`src/rtl/bus_read_unit.sv`:
```
// bus_read_unit: converts the fetch-side bus_read_vaild/bus_read_ready handshake
// into 80386-style non-pipelined external code read cycles (Ti/T1/T2, ADS#, READY#).
// One outstanding dword read at a time; no write path.
// Optional feature macro: BUS_TIMEOUT_EN (aborts a T2 wait after TIMEOUT_CYCLES).
module bus_read_unit #(
    parameter int unsigned TIMEOUT_CYCLES = 256,
    parameter int unsigned WAIT_CNT_WIDTH = 8
) (
    input  logic                      clock,
    input  logic                      reset,
    input  logic                      bus_read_vaild,
    input  logic [31:0]               bus_read_address,
    output logic                      bus_read_ready,
    output logic [31:0]               bus_read_data,
    output logic                      bus_error,
    output logic                      bus_busy,
    output logic [WAIT_CNT_WIDTH-1:0] wait_states,
    output logic                      ADS_n,
    output logic [29:0]               A,
    output logic [3:0]                BE_n,
    output logic                      M_IO_n,
    output logic                      D_C_n,
    output logic                      W_R_n,
    output logic                      LOCK_n,
    input  logic                      READY_n,
    input  logic [31:0]               D
);

    typedef enum logic [1:0] {
        IDLE,
        T1,
        T2,
        DONE
    } state_t;

    localparam logic [WAIT_CNT_WIDTH-1:0] CNT_MAX = '1;
    localparam logic [WAIT_CNT_WIDTH-1:0] CNT_ONE = WAIT_CNT_WIDTH'(1);

    state_t                    state;
    state_t                    state_nx;
    logic [WAIT_CNT_WIDTH-1:0] cnt;
    logic [WAIT_CNT_WIDTH-1:0] cnt_nx;
    logic [WAIT_CNT_WIDTH-1:0] ws_nx;
    logic [29:0]               a_nx;
    logic                      ads_nx;
    logic [3:0]                be_nx;
    logic                      ready_nx;
    logic [31:0]               data_nx;
    logic                      busy_nx;
    logic                      err_nx;

    // Byte lane selection is the fetch stage's job; the low address bits are dropped.
    logic unused_addr_bits;
    assign unused_addr_bits = ^bus_read_address[1:0];

    // Cycle definition is fixed: memory, code, read, never locked.
    assign M_IO_n = 1'b1;
    assign D_C_n  = 1'b0;
    assign W_R_n  = 1'b0;
    assign LOCK_n = 1'b1;

`ifdef BUS_TIMEOUT_EN
    // Number of T2 cycles seen including the current one.
    logic [31:0] t2_seen;
    assign t2_seen = 32'(cnt) + 32'd1;
`endif

    // Next-state and next-value logic for every registered output.
    always_comb begin
        state_nx = state;
        cnt_nx   = cnt;
        ws_nx    = wait_states;
        a_nx     = A;
        ads_nx   = 1'b1;
        be_nx    = 4'hF;
        ready_nx = 1'b0;
        data_nx  = bus_read_data;
        err_nx   = 1'b0;
        case (state)
            IDLE: begin
                if (bus_read_vaild) begin
                    a_nx     = bus_read_address[31:2];
                    ads_nx   = 1'b0;
                    be_nx    = 4'h0;
                    state_nx = T1;
                end
            end
            T1: begin
                cnt_nx   = '0;
                be_nx    = 4'h0;
                state_nx = T2;
            end
            T2: begin
                be_nx  = 4'h0;
                cnt_nx = (cnt == CNT_MAX) ? cnt : cnt + CNT_ONE;
                if (!READY_n) begin
                    data_nx  = D;
                    ready_nx = 1'b1;
                    ws_nx    = cnt;
                    be_nx    = 4'hF;
                    state_nx = DONE;
                end
`ifdef BUS_TIMEOUT_EN
                else if (t2_seen >= TIMEOUT_CYCLES) begin
                    data_nx  = '1;
                    ready_nx = 1'b1;
                    err_nx   = 1'b1;
                    ws_nx    = cnt;
                    be_nx    = 4'hF;
                    state_nx = DONE;
                end
`endif
            end
            DONE: begin
                state_nx = IDLE;
            end
            default: begin
                state_nx = IDLE;
            end
        endcase
        busy_nx = (state_nx != IDLE);
    end

    // State and output registers with synchronous reset.
    always_ff @(posedge clock) begin
        if (reset) begin
            state          <= IDLE;
            cnt            <= '0;
            wait_states    <= '0;
            A              <= '0;
            ADS_n          <= 1'b1;
            BE_n           <= 4'hF;
            bus_read_ready <= 1'b0;
            bus_read_data  <= '0;
            bus_busy       <= 1'b0;
        end else begin
            state          <= state_nx;
            cnt            <= cnt_nx;
            wait_states    <= ws_nx;
            A              <= a_nx;
            ADS_n          <= ads_nx;
            BE_n           <= be_nx;
            bus_read_ready <= ready_nx;
            bus_read_data  <= data_nx;
            bus_busy       <= busy_nx;
        end
    end

`ifdef BUS_TIMEOUT_EN
    logic err_q;

    // Abort flag pulses alongside the completion pulse.
    always_ff @(posedge clock) begin
        if (reset) begin
            err_q <= 1'b0;
        end else begin
            err_q <= err_nx;
        end
    end

    assign bus_error = err_q;
`else
    logic unused_err;
    assign unused_err = err_nx;
    assign bus_error  = 1'b0;
`endif

endmodule
```
`config.mk`:
```
export PLATFORM = sky130hd
export DESIGN_NAME = bus_read_unit
export DESIGN_NICKNAME = d
export VERILOG_FILES = /design/src/rtl/bus_read_unit.sv
export SDC_FILE = /design/constraint.sdc
export NUM_CORES = 1
export LEC_CHECK = 0
export CORE_UTILIZATION = 41
export DETAILED_ROUTE_END_ITERATION = 6
export PLACE_DENSITY = 0.79
export SYNTH_ARGS = -nofsm -noshare
export SYNTH_HDL_FRONTEND = slang
export SYNTH_SLANG_ARGS = --single-unit
export TNS_END_PERCENT = 50
```
`constraint.sdc`:
```
create_clock -name clock -period 2.2 [get_ports clock]
set_input_delay 0.66 -clock clock [delete_from_list [all_inputs] [get_ports clock]]
set_output_delay 0.66 -clock clock [all_outputs]
set_load 0.03 [all_outputs]
```
# --- After elaboration in Yosys (flattened, before gate mapping) ---
# Index checks and enable logic that the tools add are counted.
word_totals:
  ram_bits: 0
  elab_cells: 36
  latch_bits: 0
  reg_bits: 87
  in_bits: 68
  n_memories: 0
  out_inout_bits: 82
  rom_bits: 0
op_classes:
  shift: 0
  mux: 10
  n_reduce_logical: 8
  n_bitwise: 3
  add_sub_neg: 1
  div_mod_pow: 0
  n_eq_ne: 5
  n_mul: 0
  magnitude_cmp: 0
ops:
  columns: ["cell", "n"]
  rows:
  - ["case mux 8 bit (2 select lines)", 1]
  - ["case mux 4 bit (3 select lines)", 1]
  - ["adder 8 x 1 -> 8 bit, second input constant", 1]
  - ["equality test 8 bit, second input constant", 1]
  - ["2-to-1 mux 4 bit", 2]
  - ["2-to-1 mux 8 bit", 1]
  - ["case mux 2 bit (4 select lines)", 1]
  - ["AND reduction 2 bit", 3]
  - ["equality test 2 bit, second input constant", 2]
  - ["2-to-1 mux 2 bit", 2]
  - ["nonzero test 2 bit", 2]
  - ["OR reduction 2 bit", 2]
  - ["inverter 1 bit", 3]
  - ["equality test 2 x 1 -> 1 bit, second input constant", 1]
  - ["logical NOT 2 bit", 1]
  - ["2-to-1 mux 1 bit", 2]
  - ["inequality test 2 bit, second input constant", 1]

# --- Logic depth before layout (Yosys ltp) ---
# Gate-level depths: netlist of the first run.
depth:
  depth_word: 3
  depth_mapped: 7
  ltp_nobuf: 6

# --- Worst setup path after synthesis of the first run ---
# OpenSTA, ideal clock, no wires.
synth_path:
  path_kind: "register to register"
  start: "register state[0]"
  end: "register cnt[7]"
  arrival_ps: 1503
  n_path_buf: 0
  synth_period_minus_slack_ps: 1590
  stages_incl_launch_ff: 7
  path_slack_ps: 610
  setup_ps: 87
  required_time_ps: 2113
  cell_sequence: "dfxtp_1 -> inv_1 -> ha_1 -> nand4_1 -> o221ai_2 -> or4_1 -> o31ai_1"
synth_via:
  elab_chain_cells: 3
synth_rtl:
  columns: ["item", "line", "source"]
  rows:
  - ["start, declared", "39", "state_t state;"]
  - ["start signal, assigned", "137", "state <= state_nx;"]
  - ["equality test 2 bit / equality test 2 x 1 -> 1 bit (equally long branches)", "79", "case (state)"]
  - ["inequality test 2 bit (no line) / nonzero test 2 bit (equally long branches)", null, null]
  - ["AND reduction 2 bit (no line)", null, null]
  - ["end signal, assigned", "138", "cnt <= cnt_nx;"]
  - ["end, declared", "41", "logic [WAIT_CNT_WIDTH-1:0] cnt;"]
# Several ways; a longest one is shown, not always the timed one.
# A chain may end at the register's enable or synchronous reset.

==> results.json, run 1 <==
{
  "cts_hold_repair.buffers": 0,
  "slew_viol_final": 0,
  "via_per_inst": 4.79,
  "whs_ps": 454,
  "drt_iter0_markers": 125,
  "row_count": 31,
  "drt.antenna.violating_nets": 0,
  "total_standard_cell_area_after_synthesis_mm2": 0.00319,
  "crit_path_cell_trace": "clkdlybuf4s50_1",
  "syn-instance-count": 397,
  "fin_nets": 603,
  "post_place_setup_slack_ps": 280,
  "die-width_um": 90.3,
  "min_delay_path_depth": 2,
  "crit_path_start_kind": "register",
  "timing.critical_path.max_delay_family": "buffers and inverters",
  "grt_start_max_net_pins": 32,
  "period_minus_slack_ps": 2080,
  "yosysSeqAreaShare_pct": 52.6,
  "end_kind": "output pin",
  "antenna_diode_instance_count": 0,
  "clock_network_latency_to_the_later_pin_of_the_worst_skew_pair_ps": 350,
  "yosysTopAreaCell": "sky130_fd_sc_hd__dfxtp_1",
  "synth.ff_latch_count": 84,
  "critical_path_peak_fanout": 4,
  "grt_antenna_before_repair": 0,
  "proportion_of_netlist_area_held_by_the_largest_area_contributor_pct": 52.6,
  "final_common_cell": "sky130_fd_sc_hd__nand2_1",
  "worst_r2r_path_depth": 6,
  "drc": 0,
  "cts_sinks": 84,
  "synth-edff-count": 0,
  "slowest_stage": "sky130_fd_sc_hd__clkdlybuf4s50_1",
  "period_share_pct": 94.4,
  "portBuffers": 142,
  "final-setup-viol-count": 0,
  "die_h_um": 90.3,
  "routabilityCongestion": 0.794,
  "worst_path_largest_cell_delay_ps": 690,
  "core-area_mm2": 0.00741,
  "htreeDepth": 3,
  "cts.reportedPaths.clkPinSlew_ps": 80,
  "vdd.ir_drop.worst_v": 0.000457,
  "fmax_mhz": 481,
  "vias": 3026,
  "first_global_vias": 2798,
  "grtUsageTotal_pct": 20.2,
  "cts.path.max_buffers": 2,
  "ys_top_cells_by_area": "sky130_fd_sc_hd__dfxtp_1, sky130_fd_sc_hd__nand2_1, sky130_fd_sc_hd__a21oi_1, sky130_fd_sc_hd__ha_1, sky130_fd_sc_hd__buf_4",
  "num_io_pins": 150,
  "yosys_warnings": 0,
  "run_status": "finished clean",
  "post_drt_wl_per_cell_um": 12.8,
  "layout_common_cells": "sky130_fd_sc_hd__nand2_1, sky130_fd_sc_hd__clkdlybuf4s50_1, sky130_fd_sc_hd__dfxtp_1, sky130_fd_sc_hd__a21oi_1",
  "cts_tree": "yes",
  "finalHoldViolCount": 0,
  "synth.lib_cells_used.distinct": 34,
  "cp_data_arrival_time_ps": 1420,
  "grt_remaining_overflow": 0,
  "worst-setup-path-type": "reg -> out",
  "clk_root_buffer_cell": "sky130_fd_sc_hd__clkbuf_8",
  "dp_hpwl_mm": 5.85,
  "syn-mean-instance-area_um2": 8.05,
  "crit_required_ps": 1540,
  "totalNegativeSetupSlack_ps": 0,
  "synth_async_sr_flop_share_pct": 0,
  "hold_path_class": "reg -> reg",
  "numCtsBuffers": 9,
  "setup_repair_after_global_routing_missed_its_margin": "no",
  "final_layout_size_suffix_gt1_share_pct": 6.38,
  "cts_resized": 0,
  "initial_utilization_pct": 43.1,
  "route.final.wire_length_mm": 8.06,
  "first_pass_iters": 5,
  "critical_path_cell_count": 1,
  "worst_slack_ps": 122,
  "dieArea_mm2": 0.00815,
  "cellPowerDensity_mw_per_mm2": 1020,
  "finClkSkew_ps": 10.0,
  "syn2layout_area_growth_pct": 52.7,
  "cp.buffers_inverters": 1,
  "grt_first_pass_wirelength_mm": 13.3,
  "max_cap_viol_count": 0,
  "most_instantiated_flip_flop_cell_in_the_synthesis_netlist": "sky130_fd_sc_hd__dfxtp_1",
  "cts.repair_timing.setup_buffer_count": 0,
  "total_leakage_power_nw": 1.76
}
## synth_stat cells (2+ instances only)
library cell,instances
sky130_fd_sc_hd__o31ai_1,2
sky130_fd_sc_hd__ha_1,7
sky130_fd_sc_hd__a21oi_1,75
sky130_fd_sc_hd__inv_1,9
sky130_fd_sc_hd__o21ai_0,2
sky130_fd_sc_hd__or4_1,2
sky130_fd_sc_hd__nor2_1,3
sky130_fd_sc_hd__nand4_1,3
sky130_fd_sc_hd__and2_1,3
sky130_fd_sc_hd__nand2_1,145
sky130_fd_sc_hd__a21o_1,2
sky130_fd_sc_hd__dfxtp_1,84
sky130_fd_sc_hd__buf_4,10
sky130_fd_sc_hd__conb_1,2
sky130_fd_sc_hd__clkbuf_1,19
sky130_fd_sc_hd__nor2b_1,3
sky130_fd_sc_hd__buf_2,4
sky130_fd_sc_hd__a31o_2,2
sky130_fd_sc_hd__nor4_1,2
sky130_fd_sc_hd__nand3_1,4
## sequential cells by signal, indices dropped and copies added (netlist names)
register and cells:
A 30, ADS_n 1, BE_n 1, bus_busy 1, bus_read_data 32, bus_read_ready 1
cnt 8, state 2, wait_states 8
## cells by family (layout without fill, tap and decap cells)
group	after synthesis	count (layout)	synth area share, %
buffers and inverters	43	176	6.62
other	2	5	0.235
multiplexers	1	1	0.313
adder cells (fa/ha/maj)	7	7	2.74
AO/OA/AOI/OAI	89	89	15.4
AND/OR/NAND/NOR	171	171	22.0
flip-flops	84	84	52.6
## area by class of cell
class	instances	area, µm²
fill	639	2530
sequential	84	1680
timing repair buffer	151	1520
multi-input combinational	273	1320
clock buffer	9	124
tap	99	124
clock inverter	7	77.6
inverter	9	33.8
## power breakdown
group,internal (mW),switching [mW]
clock,0.530,0.560
combinational,0.826,1.17
sequential,1.75,0.126
## through the flow
| stage | cells | area [µm²] | util [%] | total power [mW] |
|---|---|---|---|---|
| after floorplan | 400 | 3210 | - | 3.14 |
| after global placement | 616 | 4680 | 63.1 | 3.88 |
| after detailed placement | 616 | 4680 | 63.1 | 3.93 |
| after CTS | 632 | 4880 | 65.8 | 5.02 |
| after global routing | 632 | 4880 | 65.8 | 5.27 |
| final | 632 | 4880 | 65.8 | 4.97 |
## per-layer routing
layer / GRT usage, % / share of wire [%] / wire length [µm]
met1: 24.6 / 43 / 3500
met2: 33.7 / 47 / 3770
met3: 6.31 / 8.7 / 702
met4: 7.39 / 1.1 / 91
met5: 0 / 0 / 0
## worst paths after layout
check / from / to / slack (ps)
min reg2reg: bus_read_data[2]$_SDFFE_PP0P_ / bus_read_data[2]$_SDFFE_PP0P_ / 450
max reg2reg: state[0]$_SDFF_PP0_ / cnt[7]$_SDFFE_PP0P_ / 410
min: bus_read_data[2]$_SDFFE_PP0P_ / bus_read_data[2]$_SDFFE_PP0P_ / 450
max: BE_n[2]$_SDFF_PP1_ / BE_n[0] / 120
No activity file was read; power rests on OpenSTA's default activity.
==> inputs of run 2 (changes only) <==
Settings changed: TNS_END_PERCENT 50 to unset.
==> results of run 2 <==
Final layout, timing and power as in run 1 (identical DEF).
